===== config.mk =====
export PLATFORM = sky130hd
export DESIGN_NAME = static_buff_sched
export DESIGN_NICKNAME = d
export VERILOG_FILES = /design/src/rtl/static_buff_sched_pkg.sv /design/src/rtl/static_buff_sched_rr_arb.sv /design/src/rtl/static_buff_sched.sv
export SDC_FILE = /design/constraint.sdc
export NUM_CORES = 1
export LEC_CHECK = 0
export ABC_CLOCK_PERIOD_IN_PS = 4200
export CORE_UTILIZATION = 30
export CTS_BUF_LIST = sky130_fd_sc_hd__clkbuf_8
export CTS_CLUSTER_DIAMETER = 150
export DETAILED_ROUTE_END_ITERATION = 6
export HOLD_SLACK_MARGIN = 0.05
export SLEW_MARGIN = 10
export SYNTH_ARGS = -nofsm -noshare
export SYNTH_HDL_FRONTEND = slang
export SYNTH_SLANG_ARGS = --single-unit

===== constraint.sdc =====
create_clock -name clk -period 4.2 [get_ports clk]
set_input_delay 0.84 -clock clk [delete_from_list [all_inputs] [get_ports clk]]
set_output_delay 0.84 -clock clk [all_outputs]
set_load 0.02 [all_outputs]

===== src/rtl/static_buff_sched_pkg.sv =====
`default_nettype none
// ============================================================================
// Module   : static_buff_sched_pkg
// Purpose  : Configuration, derived widths and state type for the scheduler.
// Revision : 1.0 - initial release
// ============================================================================
package static_buff_sched_pkg;

    localparam int NUMFIFO   = 8;
    localparam int NUMELEM   = 4;
    localparam int POP_DELAY = 2;
    localparam int NUMCRED   = 4;

    localparam int BITFIFO = $clog2(NUMFIFO);
    localparam int BITELEM = $clog2(NUMELEM);
    localparam int BITCRED = $clog2(NUMCRED + 1);

    typedef enum logic [1:0] {
        INIT  = 2'd0,
        RUN   = 2'd1,
        PAUSE = 2'd2
    } state_t;

    // Round-robin successor, wrapping at NUMFIFO even when it is not a power of two.
    function automatic logic [BITFIFO-1:0] rr_next(input logic [BITFIFO-1:0] idx);
        return (idx == BITFIFO'(NUMFIFO - 1)) ? '0 : idx + 1'b1;
    endfunction

endpackage
`default_nettype wire


===== src/rtl/static_buff_sched_rr_arb.sv =====
`default_nettype none
// ============================================================================
// Module   : rr_arb
// Purpose  : Combinational round-robin pick of the first request at or after ptr.
// Revision : 1.0 - initial release
// ============================================================================
module rr_arb #(
    parameter int N = 8,
    parameter int W = 3
) (
    input  logic [N-1:0] req,
    input  logic [W-1:0] ptr,
    output logic         gnt_vld,
    output logic [W-1:0] gnt_idx
);

    always_comb begin
        int idx;
        gnt_vld = 1'b0;
        gnt_idx = '0;
        idx     = 0;
        for (int k = 0; k < N; k++) begin
            idx = int'(ptr) + k;
            if (idx >= N) begin
                idx = idx - N;
            end
            if (!gnt_vld && req[idx[W-1:0]]) begin
                gnt_vld = 1'b1;
                gnt_idx = idx[W-1:0];
            end
        end
    end

endmodule
`default_nettype wire


===== src/rtl/static_buff_sched.sv =====
`default_nettype none
// ============================================================================
// Module   : static_buff_sched
// Purpose  : Push admission, round-robin credit-gated pop scheduling and
//            read-data strobe alignment for a multi-queue static buffer.
// Revision : 1.0 - initial release
// ============================================================================
module static_buff_sched
    import static_buff_sched_pkg::*;
(
    input  logic               clk,
    input  logic               rst,
    input  logic               buf_ready,
    input  logic               enable,
    input  logic               in_vld,
    input  logic [BITFIFO-1:0] in_prt,
    output logic               in_acc,
    output logic               push,
    output logic [BITFIFO-1:0] pu_prt,
    output logic               pop,
    output logic [BITFIFO-1:0] po_prt,
    output logic               out_vld,
    output logic [BITFIFO-1:0] out_prt,
    input  logic               cred_ret,
    output logic               cred_err
);

    localparam logic [BITELEM:0]   CNT_FULL  = (BITELEM + 1)'(NUMELEM);
    localparam logic [BITCRED-1:0] CRED_FULL = BITCRED'(NUMCRED);

    state_t               state_q, state_d;
    logic [BITELEM:0]     cnt_q [NUMFIFO];
    logic [BITELEM:0]     cnt_d [NUMFIFO];
    logic [BITCRED-1:0]   cred_q, cred_d;
    logic [BITFIFO-1:0]   rr_ptr_q, rr_ptr_d;
    logic                 cred_err_q, cred_err_d;
    logic [POP_DELAY-1:0] dly_vld_q, dly_vld_d;
    logic [BITFIFO-1:0]   dly_prt_q [POP_DELAY];
    logic [BITFIFO-1:0]   dly_prt_d [POP_DELAY];

    logic [NUMFIFO-1:0]   req;
    logic                 gnt_vld;
    logic [BITFIFO-1:0]   gnt_idx;

    // Registered counts only: a same-cycle push is never visible to the pop side.
    always_comb begin
        req = '0;
        for (int i = 0; i < NUMFIFO; i++) begin
            req[i] = (state_q == RUN) && (cnt_q[i] != '0) && (cred_q != '0);
        end
    end

    rr_arb #(
        .N (NUMFIFO),
        .W (BITFIFO)
    ) u_rr_arb (
        .req     (req),
        .ptr     (rr_ptr_q),
        .gnt_vld (gnt_vld),
        .gnt_idx (gnt_idx)
    );

    always_comb begin
        in_acc   = in_vld && (state_q != INIT) && (cnt_q[in_prt] < CNT_FULL);
        push     = in_acc;
        pu_prt   = in_prt;
        pop      = gnt_vld;
        po_prt   = gnt_idx;
        out_vld  = dly_vld_q[POP_DELAY-1];
        out_prt  = dly_prt_q[POP_DELAY-1];
        cred_err = cred_err_q;
    end

    always_comb begin
        logic inc;
        logic dec;
        for (int i = 0; i < NUMFIFO; i++) begin
            inc      = push && (pu_prt == BITFIFO'(i));
            dec      = pop  && (po_prt == BITFIFO'(i));
            cnt_d[i] = cnt_q[i];
            if (inc && !dec) begin
                cnt_d[i] = cnt_q[i] + 1'b1;
            end else if (dec && !inc) begin
                cnt_d[i] = cnt_q[i] - 1'b1;
            end
        end

        cred_d     = cred_q;
        cred_err_d = cred_err_q;
        if (pop && !cred_ret) begin
            cred_d = cred_q - 1'b1;
        end else if (cred_ret && !pop) begin
            if (cred_q == CRED_FULL) begin
                cred_err_d = 1'b1;
            end else begin
                cred_d = cred_q + 1'b1;
            end
        end

        rr_ptr_d = pop ? rr_next(gnt_idx) : rr_ptr_q;

        dly_vld_d[0] = pop;
        dly_prt_d[0] = po_prt;
        for (int k = 1; k < POP_DELAY; k++) begin
            dly_vld_d[k] = dly_vld_q[k-1];
            dly_prt_d[k] = dly_prt_q[k-1];
        end

        state_d = state_q;
        case (state_q)
            INIT:    if (buf_ready) state_d = RUN;
            RUN:     if (!buf_ready) state_d = INIT;
                     else if (!enable) state_d = PAUSE;
            PAUSE:   if (!buf_ready) state_d = INIT;
                     else if (enable) state_d = RUN;
            default: state_d = INIT;
        endcase
    end

    always_ff @(posedge clk) begin
        if (rst) begin
            state_q    <= INIT;
            cred_q     <= CRED_FULL;
            rr_ptr_q   <= '0;
            cred_err_q <= 1'b0;
            dly_vld_q  <= '0;
            for (int i = 0; i < NUMFIFO; i++) begin
                cnt_q[i] <= '0;
            end
            for (int k = 0; k < POP_DELAY; k++) begin
                dly_prt_q[k] <= '0;
            end
        end else begin
            state_q    <= state_d;
            cred_q     <= cred_d;
            rr_ptr_q   <= rr_ptr_d;
            cred_err_q <= cred_err_d;
            dly_vld_q  <= dly_vld_d;
            cnt_q      <= cnt_d;
            dly_prt_q  <= dly_prt_d;
        end
    end

endmodule
`default_nettype wire


* Word level (Yosys, flattened, before mapping)
Index checks and enable logic that the tools add are counted.
** Word-level totals
- Word-level logic and storage cells :: 268
- Input port bits :: 9
- Bits in registers :: 41
- Output and inout bits :: 14
** Operators by class
- Add/sub/neg operators :: 34
- Bitwise logic cells :: 2
- Equality and inequality tests :: 21
- Magnitude comparators :: 18
- Multiplexer cells :: 69
- Reductions and logical operators :: 109
** Operator list (count)
- $mux 3 :: 38
- $logic_and 1x1->1 :: 59
- $sub 3x1->3 const B :: 17
- $ge 4x4->1 const B :: 8
- $lt 3x4->1 const B :: 8
- $add 3x1->3 const B :: 10
- $eq 3x3->1 const B :: 9
- $reduce_bool 3->1 :: 9
- $logic_not 1->1 :: 25
- $bmux 1 s3 :: 8
- $reduce_bool 2->1 :: 10
- $add 3x3->4 const B :: 4
- $mux 1 :: 16
- $eq 3x2->1 const B :: 4
- $mux 2 :: 5
- $bmux 3 s3 :: 1
- $add 3x2->4 const B :: 2
- $eq 3x1->1 const B :: 2
- $logic_not 3->1 :: 2
- $ne 3x3->1 const B :: 2
- $pmux 2 s3 :: 1
- $reduce_and 3->1 :: 2
- $add 3x1->4 const B :: 1
- $ge 3x4->1 const B :: 1
- other kinds (8) :: 9

* Logic depth before layout (Yosys ltp)
Gate-level depths: netlist (run 1).
- Depth after elaboration :: 32
- Gate-level depth with buffers :: 20

* Modules after synthesis
A second synthesis (run 1) with hierarchy kept.
** Second synthesis, totals
- Cell total of the unflattened synthesis :: 338
- Area, all modules :: 3044.2 um2
** Modules (own cells, without submodules)
- static_buff_sched :: cells each 238, area an instance 2230.9 um2, instances 1, seq. area each 820.8 um2
- rr_arb :: cells each 100, area an instance 813.3 um2, instances 1, seq. area each 0.0 um2

* Worst setup path before layout (run 1)
OpenSTA, ideal clock, no wires.
- Path kind :: reg-to-reg
- Start point :: register rr_ptr_q[0]
- End point :: register cnt_q[8] in the netlist's numbering
- Stages on the path, launching flop included :: 21
- Data required time :: 4130 ps
- Clock period less this slack :: 4713 ps
- Arrival :: 4642 ps
- Buffers on the path :: 3
- Slack :: -513 ps
- Cells stage by stage :: dfxtp_1 buf_6 buf_6 inv_1 ha_1 clkbuf_1 inv_1 mux4_2 or3b_4 or3_1 a31oi_1 nand2_1 ha_1 and2_1 o21ai_0 ha_1 inv_1 fa_1 xor2_1 or3_1 a21oi_1
** Between the ends
- Longest elaborated chain between the ends :: 31
- Elaborated cells between the ends (all ways) :: 84
- Those cells by class :: add/sub: 15; order compare: 8; eq/ne: 1; mux: 41; reduce/logical: 19
** Ends and longest elaborated chain
- start, declared :: line static_buff_sched.sv:35 : logic [BITFIFO-1:0] rr_ptr_q, rr_ptr_d;
- start signal, assigned :: line static_buff_sched.sv:136 : rr_ptr_q <= rr_ptr_d;
- parallel branches: the longest is 27 deep, another holds $add 3x1->4
- $logic_and 1x1->1 (*) :: line static_buff_sched.sv:79 : dec = pop && (po_prt == BITFIFO'(i));
- $logic_not 1->1 :: line static_buff_sched.sv:81 : if (inc && !dec) begin
- $logic_and 1x1->1 :: line static_buff_sched.sv:81
- $mux 3 / $reduce_bool 2->1 (equally long branches)
- end signal, assigned :: line static_buff_sched.sv:139 : cnt_q <= cnt_d;
- end, declared :: line static_buff_sched.sv:32 : logic [BITELEM:0] cnt_q [NUMFIFO];
Every way passes the cells marked *. The select of a mux whose other input is x is not followed.
A chain may end at the register's enable or synchronous reset.

* Worst setup path in the final report (run 1)
- Start point :: register cnt_q[15] in the netlist's numbering
- End point :: register cnt_q[5] in the netlist's numbering
** Between the ends
- Longest elaborated chain between the ends :: 32
- Elaborated cells between the ends (all ways) :: 63
- Those cells by class :: order compare: 1; eq/ne: 1; mux: 36; reduce/logical: 25
** Ends and longest elaborated chain
- $reduce_bool 3->1 :: line static_buff_sched.sv:49 : req[i] = (state_q == RUN) && (cnt_q[i] != '0) && (cred_q != '0);
- $logic_and 1x1->1 (2 in series) :: line static_buff_sched.sv:49
- $bmux 1 s3 :: line static_buff_sched_rr_arb.sv:27 : if (!gnt_vld && req[idx[W-1:0]]) begin
- $mux 1 (not written as such) :: line static_buff_sched_rr_arb.sv:27
- $mux 1 :: line static_buff_sched_rr_arb.sv:27
- $logic_not 1->1 :: line static_buff_sched_rr_arb.sv:27
- $logic_and 1x1->1 :: line static_buff_sched_rr_arb.sv:27
- $mux 1 :: line static_buff_sched_rr_arb.sv:27
- [15 not listed]
- $logic_not 1->1 :: line static_buff_sched_rr_arb.sv:27
- $logic_and 1x1->1 :: line static_buff_sched_rr_arb.sv:27
- $mux 3 :: line static_buff_sched_rr_arb.sv:27
- $eq 3x3->1 :: line static_buff_sched.sv:79
- $logic_and 1x1->1 :: line static_buff_sched.sv:79
- $logic_not 1->1 :: line static_buff_sched.sv:81
- $logic_and 1x1->1 :: line static_buff_sched.sv:81
- $mux 3 / $reduce_bool 2->1 (equally long branches)
Several ways; a longest one is shown, not always the timed one. The select of a mux whose other input is x is not followed.

==> summary.txt, run 1 <==
STA
  – Final Max Slew Viols: 0
  – Post-route minimum period: between 4 and 5 ns
  – Final worst setup slack: -0.0841 ns
  – Final setup TNS: -0.327 ns
  – Achievable Freq: between 200 and 250 MHz
  – Clk_skew: between 0.015 and 0.02 ns
  – Final Hold Fails: 0
  – Crit share post-route: 1.02
  – Slew margin rel.: 0.597
  – RSZ-0062 raised after global routing: true
  – Worst slew pin tran: between 0.5 and 0.6 ns
  – # setup viols final: 6

Cells and area
  – Most frequent cells in the layout: buf_4, nor2_1, dfxtp_1
  – Layout cells sized above 1: 0.423
  – Fin nets: about 500
  – Area Overhead vs Synth: 48.5%
  – Commonest non-fill, non-tap cell in the layout: buf_4
  – N_diodes: 0
  – Final Cell Area: just under 0.005 mm2

Detailed routing
  – DRC Markers: 0
  – Total Routed Length: around 9500 um
  – Via density: 5.15
  – Antenna-violating nets left: 0
  – Drt wl/cell: approximately 16 um
  – 1st-iter DRT viols: between 100 and 150
  – Pre-antenna DRT Iters: 4
  – Via count: ~3100

Setup path
  – Worst EP required: 4.42 ns
  – CP Class: reg -> reg
  – Crit-path max FO: 6
  – Worst setup SP type: flip-flop
  – CP Capture Point: cnt_q[5]
  – Critical R2R Launch: cnt_q[15]
  – FF-to-FF End: cnt_q[5]
  – R2R cell count: 16
  – FF-to-FF setup slack: -0.08 ns
  – Worst setup path startpoint: cnt_q[15]
  – WP data arrival: 4.51 ns
  – Worst setup EP type: flip-flop

Yosys
  – Syn nets: a little under 400
  – #FFs+latches synth: slightly above 40
  – Unique masters post-synth: 60
  – Async SR Flop Fraction: 0
  – Synth warn: 0
  – Syn Std Cell Area: about 0.0033 mm2
  – Area leader, netlist: dfxtp_1
  – EDFF count, synth: 0
  – Synth Area per Inst: 9.03 um2
  – Top-area cell type share of the netlist area: 0.253
  – Post-Syn Instances: between 300 and 400
  – Post-synthesis sequential area ratio: 0.253
  – Post-synth top flop: dfxtp_1
  – Synth top area cells: dfxtp_1, ha_1, fa_1, mux4_2, xor2_1

Place
  – IO buf count: 22
  – Final HPWL DP: 7130 um
  – Placement Setup Slack: -0.263 ns
  – DP Area: between 0.004 and 0.005 mm2
  – RD Place Congestion: just under 0.9

Pwr
  – Peak supply drop: between 0.0003 and 0.0004 V
  – P_leak: slightly below 2 nW
  – PwrDens: 761 mW/mm2

Floorplanning
  – Placeable Area: 0.0104 mm2
  – Rows: 37
  – Die height: between 100 and 150 um
  – DIE WIDTH: about 110 um
  – Die area: between 0.01 and 0.015 mm2
  – Initial Utilization: 0.312
  – Boundary pin count: 23

Worst hold path
  – Hold Crit Class: reg -> reg
  – WHS Path Cells: 1

Outcome
  – Status: complete, but fails checks
  – Failing checks: setup timing

Clocking
  – Reg clk slew, reported paths: 0.09 ns
  – Post-CTS Hold Buffers: 0
  – Num CTS Buffers: 5
  – Root Driver: clkbuf_8
  – H-tree depth: 2
  – CTS tree: built
  – Sink Count: between 40 and 50
  – CTS Buffer Depth: 2
  – Clk_lat worst skew: approximately 0.30 ns

Global route
  – Largest net degree at the start of global routing: 41
  – Antenna violations before repair: 0
  – GR Overflow Total: 0
  – First-pass GRT wire length: between 15000 and 20000 um
  – Vias in the first global route: about 3000
  – Tot GR Track Use: 0.173

Flow run
  – MaxCap Viol Count: 0
kinds of logic after synthesis:
| family | after synthesis | synth area share |
|---|---|---|
| compound gates | 74 | 0.158 |
| xor+xnor | 20 | 0.0539 |
| fa+ha+maj | 28 | 0.128 |
| buf+inv | 40 | 0.0616 |
| flops | 41 | 0.253 |
| mux | 27 | 0.115 |
| simple gates | 130 | 0.231 |
through the flow:
| step | power (mW) | hold WS [ns] | cells | utilization |
|---|---|---|---|---|
| after global routing | 3.95 | 0.458 | 604 | 0.463 |
| after CTS | 3.43 | 0.445 | 599 | 0.438 |
| after floorplan | 2.11 | 0.414 | 360 | - |
| final | 3.67 | 0.445 | 604 | 0.463 |
| after global placement | 2.92 | 0.415 | 586 | 0.407 |
| after detailed placement | 2.95 | 0.424 | 586 | 0.407 |
cell type report:
class                      instances  area (um2)
inverter                          20        87.6
clock inverter                     2        13.8
multi-input combinational        279        2650
clock buffer                       6        82.6
timing repair buffer             120         996
sequential                        41         826
tap                              136         170
fill                             968        5590
synthesized netlist by cell type (2+ instances only):
cell	instances
a2111oi_1	3
a211oi_1	6
a21o_1	3
a21oi_1	17
a22o_1	2
a22oi_1	2
a31oi_1	5
and2_1	6
buf_1	3
buf_4	7
buf_6	3
clkbuf_1	6
dfxtp_1	41
fa_1	9
ha_1	18
inv_1	19
mux2_2	3
mux2i_1	15
mux4_2	8
nand2_1	12
nand2b_1	4
nand3_1	3
nand4_1	2
nor2_1	44
nor2b_1	5
nor3_1	15
nor4_1	10
nor4_2	3
nor4b_2	5
o211ai_1	6
o21ai_0	14
o21ai_1	2
or3_1	14
xor2_1	19
worst min-delay path by stage:
| stage | startpoint | to |
|---|---|---|
| 4_1_cts | dly_vld_q[0] | dly_vld_q[1] |
| 3_3_place_gp | dly_vld_q[0] | dly_vld_q[1] |
| 3_5_place_dp | dly_vld_q[0] | dly_vld_q[1] |
| 2_1_floorplan | dly_vld_q[0] | dly_vld_q[1] |
| 6_report | dly_prt_d[2] | out_prt[2] |
| 5_1_grt | dly_vld_q[0] | dly_vld_q[1] |
sequential cells by signal, summed over array words and instances, names as in the netlist:
| signal | cells |
|---|---|
| dly_vld_q | 2 |
| cred_q | 3 |
| cnt_q | 24 |
| cred_err | 1 |
| dly_prt_d | 3 |
| state_q | 2 |
| out_prt | 3 |
| rr_ptr_q | 3 |
power by group:
part / total, mW / switching [mW] / internal (mW)
sequential: 0.619 / 0.119 / 0.500
clock: 0.280 / 0.147 / 0.133
combinational: 2.78 / 1.43 / 1.35
worst max-delay path, stage by stage, from the launching register on:
cell and delay, ns:
dfxtp_1 0.40, nor4_2 0.50, nor4_1 0.16, o41ai_4 0.42, or3b_4 0.50, or3_4 0.37
a31oi_4 0.20, and2_4 0.19, buf_6 0.10, ha_4 0.13, o211ai_1 0.14, ha_2 0.23
buf_4 0.13, buf_4 0.12, xor2_1 0.15, or3_1 0.36, a21oi_2 0.12
repair_timing:
action / CTS / global route
resized for setup: 36 / 41
gates cloned: 0 / 0
pin swaps: 7 / 18
setup buffers: 6 / 6
setup endpoints to repair: 17 / 18
layer usage:
metal	up-vias	track usage	wire, um	part of all wire
met4	0	0.0476	192	0.020
met2	62	0.301	4740	0.50
met5	-	0	0	0
met1	1506	0.227	4260	0.45
met3	16	0.0190	288	0.030
li1	1529	-	-	-
(Power assumes the default switching activity.)
==> run 2: changes to the inputs <==
--- a/config.mk
+++ b/config.mk
@@ -9,6 +9,7 @@
 export CORE_UTILIZATION = 30
 export CTS_BUF_LIST = sky130_fd_sc_hd__clkbuf_8
 export CTS_CLUSTER_DIAMETER = 150
+export CTS_CLUSTER_SIZE = 10
 export DETAILED_ROUTE_END_ITERATION = 6
 export HOLD_SLACK_MARGIN = 0.05
 export SLEW_MARGIN = 10
==> results of run 2 <==
Same layout as run 1: the final DEF is identical, and so are final timing and power.
==> run 3: changes to the inputs <==
--- a/config.mk
+++ b/config.mk
@@ -12,6 +12,7 @@
 export CTS_CLUSTER_SIZE = 10
 export DETAILED_ROUTE_END_ITERATION = 6
 export HOLD_SLACK_MARGIN = 0.05
+export PLACE_DENSITY_LB_ADDON = 0.08
 export SLEW_MARGIN = 10
 export SYNTH_ARGS = -nofsm -noshare
 export SYNTH_HDL_FRONTEND = slang
==> run 3 against run 2 <==
The run still ends with setup timing left. Combinational power up 13%. Worst hold slack worse by 0.0054 ns. Clock skew down 0.0091 ns. Register-to-register slack better by 0.02 ns. Non-clock buffer count up 30. Via count up 1.6%. Clock-buffer cell count down 1. First-iteration DRC count up 2.8%. Critical endpoint is now cnt_q[11].
==> summary.txt, run 3 (same netlist as run 1, synthesis figures left out) <==
Outcome
  – Status: complete, but fails checks
  – Failing checks: setup timing

Cells and area
  – Commonest non-fill, non-tap cell in the layout: buf_4
  – Final Non-Filler Cells: 634
  – Fin nets: approximately 530
  – Largest Register: cnt_q
  – Filler cell count: roughly 1000
  – Layout cells sized above 1: 0.496
  – Largest register FFs: 24
  – N_diodes: 0
  – Most frequent cells in the layout: buf_4, nor2_1, dfxtp_1
  – Final Cell Area: between 0.005 and 0.006 mm2
  – Area Overhead vs Synth: 57.4%

Clocking
  – Root Driver: clkbuf_8
  – CTS Buffer Depth: 2
  – Sink Count: a little over 40
  – H-tree depth: 2
  – Reg clk slew, reported paths: 0.09 ns
  – Clk_lat worst skew: ~0.31 ns
  – Num CTS Buffers: 5
  – CTS tree: built

Detailed routing
  – Pre-antenna DRT Iters: 5
  – Total Routed Length: about 10000 um
  – Drt wl/cell: around 16 um
  – Via count: roughly 3200
  – DRC Markers: 0
  – 1st-iter DRT viols: between 100 and 150
  – Antenna-violating nets left: 0
  – Via density: 4.99

Global route
  – First-pass GRT wire length: approximately 16000 um
  – Tot GR Track Use: 0.187
  – GR Overflow Total: 0
  – Vias in the first global route: roughly 3100
  – Antenna violations before repair: 0
  – Largest net degree at the start of global routing: 27

Setup path
  – Worst setup EP type: flip-flop
  – Worst EP required: around 4.5 ns
  – CP Class: reg -> reg
  – FF-to-FF setup slack: -0.07 ns
  – WP data arrival: 4.51 ns
  – R2R cell count: 18
  – Crit-path max FO: 6
  – FF-to-FF End: cnt_q[11]
  – Worst setup SP type: flip-flop
  – Critical R2R Launch: rr_ptr_q[0]

Pwr
  – Sequential power share: 0.145
  – PwrDens: slightly below 800 mW/mm2
  – Switching share of power: 0.444
  – Comb power frac: 0.771
  – Peak supply drop: between 0.0003 and 0.0004 V
  – P_leak: approximately 2.1 nW
  – Clock network fraction of total power: 0.083
  – Psw: between 1.5 and 2 mW
  – Pwr Total: around 4.1 mW
  – Int Power: about 2.3 mW

Worst hold path
  – WHS Path Cells: 1
  – Worst hold endpoint: out_prt[2]
  – Hold_sp: dly_prt_d[2]
  – Hold Crit Class: reg -> reg

STA
  – Crit share post-route: 1.02
  – Final worst setup slack: -0.0667 ns
  – Post-route minimum period: between 4 and 5 ns
  – WHS: about 0.44 ns
  – Clk_skew: between 0.007 and 0.008 ns
  – Slew margin rel.: 0.608
  – RSZ-0062 raised after global routing: true
  – Achievable Freq: 234 MHz
  – Final Max Slew Viols: 0
  – Final Hold Fails: 0
  – # setup viols final: 4
  – Worst slew pin tran: 0.586 ns

Place
  – Placed instance count: ~610
  – DP Area: ~0.0044 mm2
  – RD Place Congestion: approximately 0.8
  – Final HPWL DP: 7840 um
  – IO buf count: 22

Flow run
  – MaxCap Viol Count: 0

Floorplanning
  – Boundary pin count: 23
  – Die height: roughly 110 um
  – Rows: 37
  – DIE WIDTH: approximately 110 um
  – Placeable Area: 0.0104 mm2
  – Initial Utilization: 0.312
  – Die area: 0.0113 mm2
-- run 3: critical path: stages, from the launching register on --
cell      delay (ns)
dfxtp_4         0.42
buf_6           0.16
inv_6           0.04
ha_4            0.26
inv_8           0.06
mux4_2          0.51
or3b_4          0.48
nor4_4          0.29
a22oi_2         0.13
buf_4           0.16
and2_4          0.17
ha_4            0.16
o211ai_1        0.15
ha_2            0.26
inv_2           0.04
fa_2            0.33
xor2_1          0.17
or3_1           0.32
a21oi_2         0.11
-- run 3: how the worst max path moves through the flow --
stage | startpoint | end | cells after the start
final | rr_ptr_q[0] | cnt_q[11] | 18
after floorplan | rr_ptr_q[0] | cnt_q[20] | 20
after CTS | rr_ptr_q[0] | cnt_q[8] | 18
after global routing | cnt_q[15] | cnt_q[11] | 18
after global placement | rr_ptr_q[0] | cnt_q[11] | 18
after detailed placement | rr_ptr_q[0] | cnt_q[8] | 18
-- run 3: per-layer routing --
metal  routed length, um  vias up  global-route usage  part of all wire
met4                 169        0              0.0585             0.017
met1                4830     1521               0.243              0.47
met2                5020       42               0.320              0.49
li1                    -     1586                   -                 -
met3                 201       13              0.0239             0.020
met5                   0        -                   0                 0
-- run 3: power by group through the flow --
stage	Combinational, mW	Clock, mW	Sequential (mW)
2_1_floorplan	1.49	0	0.615
3_3_place_gp	2.53	0	0.572
3_5_place_dp	2.55	0	0.573
4_1_cts	2.72	0.351	0.576
5_1_grt	3.40	0.367	0.605
6_report	3.13	0.337	0.590
-- run 3: final cells by class --
class / count / area [um2] / area share
sequential: 41 / 827 / 0.162
timing repair buffer: 150 / 1200 / 0.234
clock inverter: 3 / 46.3 / 0.00905
inverter: 20 / 87.6 / 0.0171
multi-input combinational: 279 / 2720 / 0.531
tap: 136 / 170 / 0.0333
clock buffer: 5 / 68.8 / 0.0134
-- run 3: repair_timing --
item	in CTS	in global routing
hold buffers	0	0
gates resized for setup	43	63
buffers inserted	12	7
setup endpoints to repair	20	15
pin swaps	17	27
-- run 3: stage by stage --
| step | TNS, ns | setup WS [ns] | utilization |
|---|---|---|---|
| 2_1_floorplan | -0.287 | -0.0966 | - |
| 4_1_cts | -0.355 | -0.0929 | 0.462 |
| 3_3_place_gp | -2.01 | -0.229 | 0.426 |
| 5_1_grt | -1.38 | -0.241 | 0.491 |
| 3_5_place_dp | -3.15 | -0.312 | 0.426 |
| 6_report | -0.162 | -0.0667 | 0.491 |
